==> src/rtl/reg_file_mp.sv <==
// reg_file_mp: multi-port register file with byte-masked write, two registered read ports, forwarding and bulk clear
// Ports: clk/rst (async, active-low); wr_en/wr_addr/wr_data/wr_be write port;
//   rd0_*/rd1_* read ports (en, addr in; data, valid out, one-cycle latency);
//   clr_req starts a sweep that zeroes one entry per cycle while busy is high;
//   addr_err pulses for any accepted request with an address beyond DEPTH-1.
module reg_file_mp #(
  parameter int DATA_W   = 16,
  parameter int DEPTH    = 8,
  parameter int ADDR_W   = 3,
  parameter int ZERO_REG = 0
) (
  input  logic              clk,
  input  logic              rst,
  input  logic              wr_en,
  input  logic [ADDR_W-1:0] wr_addr,
  input  logic [DATA_W-1:0] wr_data,
  input  logic [DATA_W/8-1:0] wr_be,
  input  logic              rd0_en,
  input  logic [ADDR_W-1:0] rd0_addr,
  output logic [DATA_W-1:0] rd0_data,
  output logic              rd0_valid,
  input  logic              rd1_en,
  input  logic [ADDR_W-1:0] rd1_addr,
  output logic [DATA_W-1:0] rd1_data,
  output logic              rd1_valid,
  input  logic              clr_req,
  output logic              busy,
  output logic              addr_err
);
  localparam int NB = DATA_W / 8;
  localparam logic [ADDR_W:0]   DEPTH_A = (ADDR_W+1)'(DEPTH);
  localparam logic [ADDR_W-1:0] LAST    = ADDR_W'(DEPTH - 1);
  typedef enum logic {S_IDLE, S_CLEAR} state_t;
  state_t              r_state, w_next;
  logic [DATA_W-1:0]   r_mem [DEPTH];
  logic [ADDR_W-1:0]   r_cnt;
  logic                r_err;
  logic [1:0]          r_rd_valid;
  logic [DATA_W-1:0]   r_rd_data [2];
  logic                w_busy, w_wr_in, w_wr_ok, w_err;
  logic [DATA_W-1:0]   w_mask, w_wr_old, w_wr_merged;
  logic [1:0]          w_rd_en, w_rd_in, w_rd_ok;
  logic [ADDR_W-1:0]   w_rd_addr [2];
  logic [DATA_W-1:0]   w_rd_val [2];
  assign w_busy      = r_state == S_CLEAR;
  assign w_wr_in     = {1'b0, wr_addr} < DEPTH_A;
  assign w_wr_ok     = wr_en && !w_busy && w_wr_in && !(ZERO_REG != 0 && wr_addr == '0);
  assign w_wr_old    = r_mem[w_wr_in ? wr_addr : '0];
  assign w_wr_merged = (wr_data & w_mask) | (w_wr_old & ~w_mask);
  assign w_rd_en     = {rd1_en, rd0_en};
  assign w_rd_addr[0] = rd0_addr;
  assign w_rd_addr[1] = rd1_addr;
  assign w_err       = !w_busy && ((wr_en && !w_wr_in) || |(w_rd_en & ~w_rd_in));
  always_comb begin
    w_mask = '0;
    for (int i = 0; i < NB; i++) w_mask[8*i +: 8] = {8{wr_be[i]}};
  end
  // A read hitting the address being written this cycle sees the merged value.
  always_comb begin
    w_rd_in = '0;
    w_rd_ok = '0;
    for (int p = 0; p < 2; p++) begin
      w_rd_in[p]  = {1'b0, w_rd_addr[p]} < DEPTH_A;
      w_rd_ok[p]  = w_rd_en[p] && !w_busy;
      w_rd_val[p] = (!w_rd_in[p] || (ZERO_REG != 0 && w_rd_addr[p] == '0)) ? '0 :
                    (w_wr_ok && w_rd_addr[p] == wr_addr) ? w_wr_merged :
                    r_mem[w_rd_in[p] ? w_rd_addr[p] : '0];
    end
  end
  always_comb begin
    w_next = S_IDLE;
    w_next = w_busy ? (r_cnt == LAST ? S_IDLE : S_CLEAR) : (clr_req ? S_CLEAR : S_IDLE);
  end
  always_ff @(posedge clk or negedge rst) begin
    if (!rst) begin
      r_state      <= S_IDLE;
      r_cnt        <= '0;
      r_err        <= 1'b0;
      r_rd_valid   <= '0;
      r_rd_data[0] <= '0;
      r_rd_data[1] <= '0;
      for (int i = 0; i < DEPTH; i++) r_mem[i] <= '0;
    end else begin
      r_state    <= w_next;
      r_cnt      <= (w_busy && r_cnt != LAST) ? r_cnt + 1'b1 : '0;
      r_err      <= w_err;
      r_rd_valid <= w_rd_ok;
      for (int p = 0; p < 2; p++) if (w_rd_ok[p]) r_rd_data[p] <= w_rd_val[p];
      if (w_busy) r_mem[r_cnt] <= '0;
      else if (w_wr_ok) r_mem[wr_addr] <= w_wr_merged;
    end
  end
  assign rd0_data  = r_rd_data[0];
  assign rd1_data  = r_rd_data[1];
  assign rd0_valid = r_rd_valid[0];
  assign rd1_valid = r_rd_valid[1];
  assign busy      = w_busy;
  assign addr_err  = r_err;
endmodule

==> config.mk <==
export PLATFORM = sky130hd
export DESIGN_NAME = reg_file_mp
export DESIGN_NICKNAME = d
export VERILOG_FILES = /design/src/rtl/reg_file_mp.sv
export SDC_FILE = /design/constraint.sdc
export NUM_CORES = 1
export LEC_CHECK = 0
export CORE_MARGIN = 2
export CORE_UTILIZATION = 25
export CTS_CLUSTER_SIZE = 16
export DETAILED_ROUTE_END_ITERATION = 12
export HOLD_SLACK_MARGIN = 0.03
export REMOVE_ABC_BUFFERS = 1
export SLEW_MARGIN = 20
export SYNTH_ARGS = -nofsm -noshare
export SYNTH_HDL_FRONTEND = slang
export SYNTH_SLANG_ARGS = --single-unit
export TNS_END_PERCENT = 30
==> constraint.sdc <==
create_clock -name clk -period 2.1 [get_ports clk]
set_input_delay 0.42 -clock clk [delete_from_list [all_inputs] [get_ports clk]]
set_output_delay 0.42 -clock clk [all_outputs]
set_load 0.02 [all_outputs]
-- After elaboration in Yosys (flattened, before gate mapping)
Cells that the tools add are included.
W data, S select, Z words.
- bits in registers: 166
- input port bits: 33
- eq/ne operators: 4
- bitwise gates (word level): 10
- magnitude comparators: 6
- reductions and logical operators: 10
- add/subtract/negate cells: 1
- multiplexer cells: 22
- operators by type and width (cell ; number):
    $mux W128 ; 2
    $mux W16 ; 10
    $bmux W16 S3 ; 3
    $and A128 B128 Y128 ; 1
    $bwmux W128 ; 1
    $not A128 Y128 ; 1
    $demux W16 S3 ; 2
    $and A16 B16 Y16 ; 2
    $ge A4 B4 Y1 const B ; 4
    $not A16 Y16 ; 1
    $not A3 Y4 ; 4
    $or A16 B16 Y16 ; 1
    $logic_and A1 B1 Y1 ; 8
    $lt A4 B1 Y1 const B ; 2
    $eq A3 B3 Y1 ; 2
    $add A3 B1 Y3 const B ; 1
    $eq A3 B3 Y1 const B ; 1
    $mux W1 ; 3
    $mux W3 ; 1
    $ne A3 B3 Y1 const B ; 1
    $reduce_bool A2 Y1 ; 1
    $logic_not A1 Y1 ; 1

-- Logic depth before layout (Yosys ltp)
Gate-level depths: netlist of the first run.
- word-level depth: 9
- gate-level depth with buffers: 9
- mapped depth without buffers: 5

-- Worst setup path before layout of the first run
No wires, ideal clock.
- path kind: in2reg
- from: input wr_addr[0]
- to: register r_rd_data (netlist bit rd0_data[14])
- data required time: 1.974 ns
- data arrival time: 1.859 ns
- stages: 7
- library setup time: 0.126 ns
- slack: 0.115 ns
- path buffers: 2
- path through: buf_6 buf_6 mux4_2 nor2_1 nor2_1 mux2_4 a221o_1
- word-level cells in the longest chain between the ends: 7
- elaborated cells on any way between the ends: 9
- classes of those cells: eq/ne (1); mux (4); bitwise (3); reduce/logical (1)
- RTL lines (what ; RTL line ; source):
    start: declaration ; 15 ; input logic [ADDR_W-1:0] wr_addr,
    $not A3 Y4 ; 48 ; assign w_wr_old = r_mem[w_wr_in ? wr_addr : '0];
    $bmux W16 S3 ; 48 ;
    $mux W16 (2 in series) ; 48 ;
    $and A16 B16 Y16 ; 49 ; assign w_wr_merged = (wr_data & w_mask) | (w_wr_old & ~w_mask);
    $or A16 B16 Y16 ; 49 ;
    $mux W16 * ; 66 ; (w_wr_ok && w_rd_addr[p] == wr_addr) ? w_wr_merged :
    end: declaration ; 39 ; logic [DATA_W-1:0] r_rd_data [2];
Every way passes the cells marked *; elsewhere a longest branch is shown, timed or not. The select of a mux whose other input is x is not followed.
A chain may end at the register's enable or synchronous reset.

-- Worst setup path after layout of the first run
- from: input wr_addr[1]
- to: register r_rd_data (netlist bit rd0_data[12])
Same word-level chain as after synthesis.

==> impl_results.md, run 1 <==
- Vias in the first global route: 8,146
- Max VDD drop: 652 µV
- Layout cell share with drive strength beyond 1: 32.2%
- Most frequent cells in the layout: 166 x dfrtp_1, 120 x a22o_1, 101 x buf_4
- Crit path DAT: 2.44 ns
- Power per Cell Area: 1140 nW/µm²
- TritonCTS Buffers: 17
- Seq/Total Area, Yosys: 43.5%
- Comb pwr share: 38.7%
- TritonCTS Sinks: 166
- Async SR Flop Fraction: 100%
- Crit Path Class: in2reg
- Fillcell total: 3,800
- Post-synthesis register bit count: 166
- Antenna viol nets, final: 0
- DIE HEIGHT: 199 µm
- Final setup viols: 0
- Number of synthesized flops with an enable pin: 0
- Flop pwr share: 38.6%
- RR Endpoint: rd1_data[7]$_DFFE_PN0P_
- Routed wire per std cell: 25.0 µm
- Drt total wl: 35,300 µm
- Initial antenna violation count: 0
- Switching Share: 35.5%
- YS warnings: 0
- Clock power frac: 22.8%
- Worst Path Required: 2.47 ns
- Most common cell on crit path: buf_12
- N_diodes: 0
- Crit path from: wr_addr[1]
- CTS tree: yes
- Placed Instances: 1,380
- Main synth FF type: dfrtp_1
- Tot GR Track Use: 18.0%
- Starting Density: 25.4%
- Worst-path cell chain: clkdlybuf4s50_1, buf_12, buf_4, and3_1, buf_12, a221oi_1, a21oi_2, o221a_2
- Row Count: 71
- Largest net degree at the start of global routing: 62
- Worst Reg-to-Reg Cells: 5
- GPL Wtd Cong: 0.904
- CTS Buffer Depth: 2
- Core area: 37,700 µm²
- MaxCap Viol Count: 0
- Final std cells w/o fill: 1,414
- Critical Path Sink: rd0_data[12]$_DFFE_PN0P_
- Placement Cell Area: 11,600 µm²
- Routed via count: 8,036
- First-pass GRT wire length: 52,500 µm
- Mean post-synth cell area: 12.6 µm²
- I/O pin cnt: 69
- Total leakage power: 5.26 nW
- Worst Path Max Fanout: 10
- Initial DRC Count: 888
- Multi-input logic area: 4960 µm²
- Relative slew margins: 64.3%
- Fmax achieved: 483 MHz
- Mapped Area: 9550 µm²
- Root Driver: clkbuf_16
- Mapped Cells: 755
- Final hold violation count: 0
- Least-Margin Pin Slew: 0.535 ns
- DRC: 0
- Setup TNS: 0 ns
- Min Tclk post-route: 2.07 ns
- Vias per cell: 5.68
- Critical Path Slowest Stage Cell: clkdlybuf4s50_1
- Hpwl dp: 23,800 µm
- Die Wd: 199 µm
- H-tree levels: 4
- Die area: 39,800 µm²
- Post-Route Utilization: 32.7%
- Insertion delay to the later sink of the worst-skew pair: 0.43 ns
- Design area: 12,300 µm²
- Outcome: complete, no violations
- Grt ovf: 0
- CP max stage delay: 0.51 ns
- Clock slew at reported path FFs: 0.07 ns
- First drt pass iteration count: 6
- Reg area: 4150 µm²
- Unrepaired setup endpoints after global routing: yes
- RR Startpoint: r_mem[7]$_DFFE_PN0P_
- Crit end category: register
- Int Pwr: 9.01 mW
- Max Slew Vio Count: 0
- Fin crit share: 98.5%
- Nets: 927
- Commonest non-fill, non-tap cell in the layout: dfrtp_1
- Switch Pwr: 4.96 mW
- Hold crit path type: in2async
- P&R area growth vs syn: 28.8%
- Final Skew: 0.00692 ns
- R2r setup slk: 0.30 ns
- IO Port Bufs: 67
- Netlist cell types: 50
- Critical Path Start Type: input pin
## logic make-up after synthesis
kind of cell	synth area share (%)
compound gates	22.5
flops	43.5
mux	22.5
simple gates	5.66
buf+inv	4.94
xor+xnor	0.550
fa+ha+maj	0.262
other cells	0.0393
## how the worst min path moves through the flow
stage | start | endpoint | slack, ns | cells past startpoint
final | rst | r_mem[40]$_DFFE_PN0P_ | 0.45 | 2
after global routing | rst | rd0_data[15]$_DFFE_PN0P_ | 0.49 | 2
after CTS | rst | r_mem[111]$_DFFE_PN0P_ | 0.47 | 2
after detailed placement | rst | r_mem[111]$_DFFE_PN0P_ | 0.33 | 1
after global placement | rst | rd0_data[12]$_DFFE_PN0P_ | 0.33 | 1
after floorplan | rst | busy$_DFF_PN0_ | 0.12 | 0
## registers in the layout (all words and copies together) (netlist names)
| signal | cells |
|---|---|
| r_mem | 128 |
| rd0_data | 16 |
| rd1_data | 16 |
| r_cnt | 3 |
| r_rd_valid | 2 |
| busy | 1 |
## power groups by stage
stage               sequential [mW]  combinational [mW]  clock [mW]
finish                         5.39                5.40        3.18
detailed placement             5.37                5.34           0
CTS                            5.34                5.36        3.22
global route                   5.52                5.75        3.38
global placement               5.35                5.27           0
floorplan                      5.43                2.66           0
## synthesized netlist by cell type, types with 7 or more instances
master	n	area share (%)
a22oi_1	13	1.0
mux2_2	7	0.83
clkbuf_1	28	1.1
and3_1	11	0.72
nand2b_1	8	0.52
nor2_1	29	1.1
a21oi_2	7	0.64
a22o_1	120	11
buf_2	32	1.7
inv_1	23	0.90
mux4_2	67	16
mux2i_1	55	5.8
a211oi_1	7	0.55
a21oi_1	13	0.68
o221ai_1	11	1.0
o221a_2	31	3.7
nand2_1	35	1.4
buf_4	10	0.79
dfrtp_1	166	43
a221oi_1	16	1.5
## metal layers
layer,GRT usage (%),part of all wire (%),up-vias
met5,0,0,-
met2,27.7,45,517
li1,-,-,3308
met3,4.86,10,97
met4,7.74,3.9,0
met1,23.8,41,4114
## stage by stage
step           total power [mW]  setup WS (ns)  hold slack, ns
2_1_floorplan              8.08         -0.276           0.124
3_3_place_gp               10.6         -0.401           0.329
3_5_place_dp               10.7         -0.425           0.334
4_1_cts                    13.9         0.0162           0.468
5_1_grt                    14.6        -0.0489           0.489
6_report                   14.0         0.0314           0.450
## layout make-up
cell class              count  area share, %
repair buffers            191           15.1
well taps                 511           5.20
clock buffers              21           3.66
multi-input cells         490           40.4
inverters                  26          0.794
clock inverters             9           1.05
flip-flops and latches    166           33.8
## worst max-delay path, delay by kind of cell
family / cells / cell delay, ns
simple gates: 1 / 0.28
compound gates: 3 / 0.76
buf+inv: 4 / 0.95
## what timing repair did
item                                    CTS  global route
endpoints found under the setup margin    0            70
hold buffers                              1             0
hold endpoints to repair                 29             0
gates resized for setup                   0            10
buffers inserted                          0             3
No activity file was read; power rests on OpenSTA's default activity.
==> run 2: changes to the inputs <==
--- a/config.mk
+++ b/config.mk
@@ -5,12 +5,11 @@
 export SDC_FILE = /design/constraint.sdc
 export NUM_CORES = 1
 export LEC_CHECK = 0
-export CORE_MARGIN = 2
+export CORE_MARGIN = 8
 export CORE_UTILIZATION = 25
 export CTS_CLUSTER_SIZE = 16
 export DETAILED_ROUTE_END_ITERATION = 12
 export HOLD_SLACK_MARGIN = 0.03
-export REMOVE_ABC_BUFFERS = 1
 export SLEW_MARGIN = 20
 export SYNTH_ARGS = -nofsm -noshare
 export SYNTH_HDL_FRONTEND = slang
==> impl_results.md, run 2 (synthesized netlist as in run 1, its figures left out) <==
- Outcome: complete, no violations
- Syn_nets: 790
- Power per Cell Area: 1140 nW/µm² (+0.76%)
- DRC: 0 (unchanged)
- Vias in the first global route: 8,053 (-1.1%)
- Largest register FFs: 128 (unchanged)
- Starting Density: 25.4% (unchanged)
- Antenna viol nets, final: 0 (unchanged)
- N_diodes: 0 (unchanged)
- Routed wire per std cell: 25.1 µm (+0.57%)
- Reg area: 4150 µm² (unchanged)
- Fin crit share: 98.4% (-0.14 points)
- Worst Path Required: 2.42 ns (-0.05 ns)
- TritonCTS Sinks: 166 (unchanged)
- Worst Path Max Fanout: 10 (unchanged)
- Root Driver: clkbuf_16
- Hold crit path type: in2async
- Largest Register: r_mem
- Crit Path Class: in2reg
- Comb pwr share: 38.8% (about the same)
- First-pass GRT wire length: 52,900 µm (+0.74%)
- Core area: 37,700 µm² (unchanged)
- IO Port Bufs: 67 (unchanged)
- Final setup viols: 0 (unchanged)
- Most frequent cells in the layout: 166 x dfrtp_1, 120 x a22o_1, 102 x buf_4
- Design area: 12,400 µm² (+0.61%)
- Crit end category: register
- Hold slack: 0.476 ns (+0.0253 ns)
- Tot GR Track Use: 15.7% (-2.3 points)
- First drt pass iteration count: 8 (+2)
- CTS Buffer Depth: 2 (unchanged)
- DIE HEIGHT: 211 µm (+6.0%)
- Clock slew at reported path FFs: 0.07 ns (about the same)
- CTS tree: yes
- Commonest non-fill, non-tap cell in the layout: dfrtp_1
- Least-Margin Pin Slew: 0.625 ns (+0.0896 ns)
- Insertion delay to the later sink of the worst-skew pair: 0.43 ns (about the same)
- GPL Wtd Cong: 0.871 (-3.7%)
- Hpwl dp: 24,200 µm (+1.8%)
- Largest net degree at the start of global routing: 49 (-21%)
- Routed via count: 8,049 (+0.16%)
- Layout cell share with drive strength beyond 1: 32.9% (+0.67 points)
- H-tree levels: 4 (unchanged)
- Min Tclk post-route: 2.07 ns (-0.00295 ns)
- Critical Path Start Type: input pin
- Flop pwr share: 38.0% (-0.6 points)
- Initial DRC Count: 883 (-0.56%)
- P&R area growth vs syn: 29.6%
- Die Wd: 211 µm (+6.0%)
- Initial antenna violation count: 2 (+2)
- Drt total wl: 35,600 µm (+0.79%)
- Crit path DAT: 2.38 ns (-0.06 ns)
- Int Pwr: 9.08 mW (+0.74%)
- Clock power frac: 23.2% (+0.4 points)
- Fillcell total: 3,745 (-1.4%)
- Fmax achieved: 484 MHz (+0.14%)
- Switch Pwr: 5.08 mW (+2.5%)
- Vias per cell: 5.68 (about the same)
- Final Skew: 0.00988 ns (+0.00297 ns)
- Unrepaired setup endpoints after global routing: no
- Placement Cell Area: 11,700 µm² (+0.70%)
- MaxCap Viol Count: 0 (unchanged)
- Total leakage power: 5.27 nW (about the same)
- Final hold violation count: 0 (unchanged)
- Max VDD drop: 514 µV (-21%)
- Die area: 44,700 µm² (+12%)
- Multi-input logic area: 4980 µm² (+0.23%)
- Max Slew Vio Count: 0 (unchanged)
- Grt ovf: 0 (unchanged)
- Row Count: 71 (unchanged)
- I/O pin cnt: 69 (unchanged)
- Nets: 930 (+0.32%)
- Switching Share: 35.9% (+0.40 points)
- Relative slew margins: 58.4% (-6.0 points)
- TritonCTS Buffers: 17 (unchanged)
## run 2: changes by cell type in the layout (fill, tap and decap cells not counted), sizes merged
| cell | before | now |
|---|---|---|
| buf | 128 | 131 |
| clkbuf | 21 | 17 |
| clkdlybuf4s50 | 61 | 62 |
| clkinv | 6 | 2 |
| clkinvlp | 2 | 6 |
| dlymetal6s2s | 1 | 0 |
| inv | 24 | 28 |
## run 2: worst paths after layout
kind                                           from                        to  slack [ns]  depth (start not counted)
setup / recovery                         wr_addr[1]   rd1_data[6]$_DFFE_PN0P_        0.03                          8
hold / removal                                  rst   rd0_data[8]$_DFFE_PN0P_        0.48                          2
setup reg to reg                     busy$_DFF_PN0_   rd0_data[6]$_DFFE_PN0P_        0.19                          5
hold reg to reg            rd0_data[14]$_DFFE_PN0P_  rd0_data[14]$_DFFE_PN0P_        0.53                          1
max in group asynchronous                       rst     r_mem[45]$_DFFE_PN0P_        0.97                          3
min in group clk                         wr_addr[2]     r_mem[21]$_DFFE_PN0P_        0.51                          4
## run 2: worst max-delay path, cell delays in order
cell             delay (ns)
clkdlybuf4s50_1        0.46
buf_12                 0.17
buf_4                  0.17
and3_4                 0.16
buf_4                  0.15
a221oi_1               0.38
a21oi_2                0.18
o221a_2                0.28
## run 2: repair_timing
action,4_1_cts,5_1_grt
resized for setup,1,5
endpoints found under the setup margin,2,38
cloned,0,0
setup buffers,0,2
hold buffers,1,0
endpoints found under the hold margin,38,0
pin swaps,0,1
## run 2: per-stage QoR
stage | TNS, ns | worst slack (ns) | instances | util, % | power (mW)
after floorplan | 0 | 0.115 | 755 | - | 8.28
after global placement | -43.47 | -0.413 | 1384 | 31.1 | 10.8
after detailed placement | -47.31 | -0.468 | 1384 | 31.1 | 10.9
after CTS | 0 | 0.0321 | 1415 | 32.8 | 14.2
after global routing | 0 | 0.00800 | 1417 | 32.8 | 14.8
final | 0 | 0.0343 | 1417 | 32.8 | 14.2
## run 2: layout make-up
class,count,area share [%]
well taps,511,5.17
clock inverters,13,1.40
multi-input cells,490,40.2
inverters,26,0.789
repair buffers,194,15.4
clock buffers,17,3.44
flip-flops and latches,166,33.6
## run 2: metal layers
metal	track usage, %	share of wire, %
met1	20.8	42
met4	6.37	3.5
met5	0	0.042
met3	3.83	8.7
met2	24.4	46
## run 2: power groups by stage
stage / Sequential (mW) / Combinational [mW] / Clock (mW)
4_1_cts: 5.34 / 5.50 / 3.32
2_1_floorplan: 5.41 / 2.87 / 0
3_5_place_dp: 5.37 / 5.48 / 0
3_3_place_gp: 5.35 / 5.41 / 0
6_report: 5.38 / 5.49 / 3.29
5_1_grt: 5.51 / 5.82 / 3.44
==> run 3: changes to the inputs <==
--- a/config.mk
+++ b/config.mk
@@ -5,11 +5,13 @@
 export SDC_FILE = /design/constraint.sdc
 export NUM_CORES = 1
 export LEC_CHECK = 0
+export CAP_MARGIN = 20
 export CORE_MARGIN = 8
-export CORE_UTILIZATION = 25
-export CTS_CLUSTER_SIZE = 16
+export CORE_UTILIZATION = 55
+export CTS_CLUSTER_SIZE = 8
 export DETAILED_ROUTE_END_ITERATION = 12
 export HOLD_SLACK_MARGIN = 0.03
+export PLACE_DENSITY = 0.75
 export SLEW_MARGIN = 20
 export SYNTH_ARGS = -nofsm -noshare
 export SYNTH_HDL_FRONTEND = slang
==> impl_results.md, run 3 (synthesized netlist as in run 1, its figures left out) <==
- Vias in the first global route: 8,457 (+5.0%)
- Crit path DAT: 2.44 ns (+0.06 ns)
- DIE HEIGHT: 148 µm (-30%)
- Root Driver: clkbuf_16
- Vias per cell: 7.44 (+31%)
- Crit Path Class: in2reg
- Final setup viols: 6 (+6)
- Final Skew: 0.00988 ns (-0.00000413 ns)
- Post-Route Utilization: 71.3% (+38 points)
- P&R area growth vs syn: 27.7%
- Max Slew Vio Count: 0 (unchanged)
- Layout cell share with drive strength beyond 1: 34.2% (+1.3 points)
- RR Endpoint: r_mem[117]$_DFFE_PN0P_
- Insertion delay to the later sink of the worst-skew pair: 0.44 ns (about the same)
- Final hold violation count: 0 (unchanged)
- Hpwl dp: 21,800 µm (-9.8%)
- Most frequent cells in the layout: 165 x dfrtp_1, 120 x a22o_1, 110 x buf_4
- IO Port Bufs: 67 (unchanged)
- Largest net degree at the start of global routing: 57 (+16%)
- Largest Register: r_mem
- First-pass GRT wire length: 49,800 µm (-5.8%)
- Outcome: complete, but fails checks
- Initial antenna violation count: 0 (-2)
- Critical Path Start Type: input pin
- Worst Path Required: 2.42 ns (about the same)
- Tot GR Track Use: 30.0% (+14 points)
- Fmax achieved: 473 MHz (-2.3%)
- Max VDD drop: 694 µV (+35%)
- Unrepaired setup endpoints after global routing: yes
- TritonCTS Buffers: 17 (unchanged)
- Row Count: 48 (-32%)
- CTS Buffer Depth: 2 (unchanged)
- Max Used Layer: met4
- Power per Cell Area: 1170 nW/µm² (+1.8%)
- Initial DRC Count: 1,544 (+75%)
- Overall Power: 14.2 mW (+0.37%)
- R2r setup slk: 0.18 ns (about the same)
- Grt ovf: 0 (unchanged)
- Met3 WL: 4420 µm (+42%)
- GPL Wtd Cong: 0.943 (+8.3%)
- Met1 wire length: 11,800 µm (-21%)
- Starting Density: 55.8% (+30 points)
- Worst Path Max Fanout: 16 (+6)
- Commonest non-fill, non-tap cell in the layout: dfrtp_1
- Clock slew at reported path FFs: 0.07 ns (about the same)
- Least-Margin Pin Slew: 0.766 ns (+0.142 ns)
- MaxCap Viol Count: 0 (unchanged)
- I/O pin cnt: 69 (unchanged)
- Nets: 945 (+1.6%)
- N_diodes: 0 (unchanged)
- Syn_nets: 790 (unchanged)
- CTS tree: yes
- Fin crit share: 101% (+2.3 points)
- Worst Reg-to-Reg Cells: 6 (+1)
- First drt pass iteration count: 8 (unchanged)
- Total leakage power: 5.37 nW (+2.0%)
- WL met2: 14,600 µm (-11%)
- Die Wd: 148 µm (-30%)
- Routed wire per std cell: 28.4 µm (+13%)
- Post-route setup slack: -0.0146 ns (-0.0489 ns)
- Hold crit path type: in2async
- Routed via count: 8,530 (+6.0%)
- Crit end category: register
- Antenna viol nets, final: 0 (unchanged)
- Drt total wl: 32,500 µm (-8.5%)
- Largest register FFs: 128 (unchanged)
- Die area: 21,800 µm² (-51%)
- Core area: 17,100 µm² (-55%)
- TritonCTS Sinks: 166 (unchanged)
- Min Tclk post-route: 2.11 ns (+0.0489 ns)
- RR Startpoint: busy$_DFF_PN0_
- Fillcell total: 1,079 (-71%)
- DRC: 0 (unchanged)
- Relative slew margins: 48.7% (-9.6 points)
- Failing checks: negative setup slack
- H-tree levels: 4 (unchanged)
run 3: timing repair:
item / 4_1_cts / 5_1_grt
hold buffers: 1 / 0
endpoints found under the hold margin: 51 / 0
setup endpoints to repair: 13 / 76
gates cloned: 0 / 2
gates resized for setup: 4 / 13
setup buffers: 0 / 3
pin swaps: 1 / 2
run 3: area by class of cell:
type	count	area (µm²)	share of cell area (%)
Multi-Input combinational cell	492	5010	41.0
Sequential cell	166	4160	34.1
Timing Repair Buffer	207	2060	16.9
Clock buffer	17	425	3.49
Tap cell	225	282	2.31
Clock inverter	14	174	1.43
Inverter	26	97.6	0.800
run 3: worst max-delay path by stage:
| stage | start | to | slack (ns) | depth (start not counted) |
|---|---|---|---|---|
| floorplan | wr_addr[0] | rd0_data[14]$_DFFE_PN0P_ | 0.11 | 7 |
| finish | wr_addr[2] | r_mem[120]$_DFFE_PN0P_ | -0.01 | 10 |
| detailed placement | wr_addr[2] | rd1_data[4]$_DFFE_PN0P_ | -0.50 | 8 |
| global route | wr_addr[1] | r_mem[117]$_DFFE_PN0P_ | -0.08 | 8 |
| global placement | wr_addr[2] | rd0_data[4]$_DFFE_PN0P_ | -0.42 | 7 |
| CTS | wr_addr[2] | rd1_data[4]$_DFFE_PN0P_ | 0.02 | 7 |
run 3: per-stage QoR:
step	std cells	cell area (µm²)	setup slack [ns]	hold slack (ns)	TNS, ns
after floorplan	755	9550	0.115	0.124	0
after global placement	1110	11500	-0.415	0.421	-46.97
after detailed placement	1110	11500	-0.498	0.431	-54.03
after CTS	1142	12100	0.0232	0.530	0
after global routing	1147	12200	-0.0800	0.564	-0.670
final	1147	12200	-0.0146	0.527	-0.0623
run 3: per-layer routing:
metal	vias up	GRT usage, %
met2	757	44.7
met3	171	8.77
met1	4256	39.4
met5	-	0
met4	0	14.8
li1	3346	-
run 3: where the power goes:
group	total [mW]	internal, mW	switching (mW)	leakage (nW)
combinational	5.57	2.98	2.59	2.88
sequential	5.40	4.27	1.14	2.21
clock	3.24	1.88	1.37	0.283
total	14.2	9.13	5.09	5.37
run 3: worst max-delay path, stage by stage:
cell	delay [ns]
clkdlybuf4s50_1	0.45
buf_12	0.17
nor2b_2	0.16
buf_4	0.17
buf_4	0.15
a22oi_1	0.21
o221a_2	0.27
a21oi_4	0.05
buf_4	0.17
a22o_1	0.21
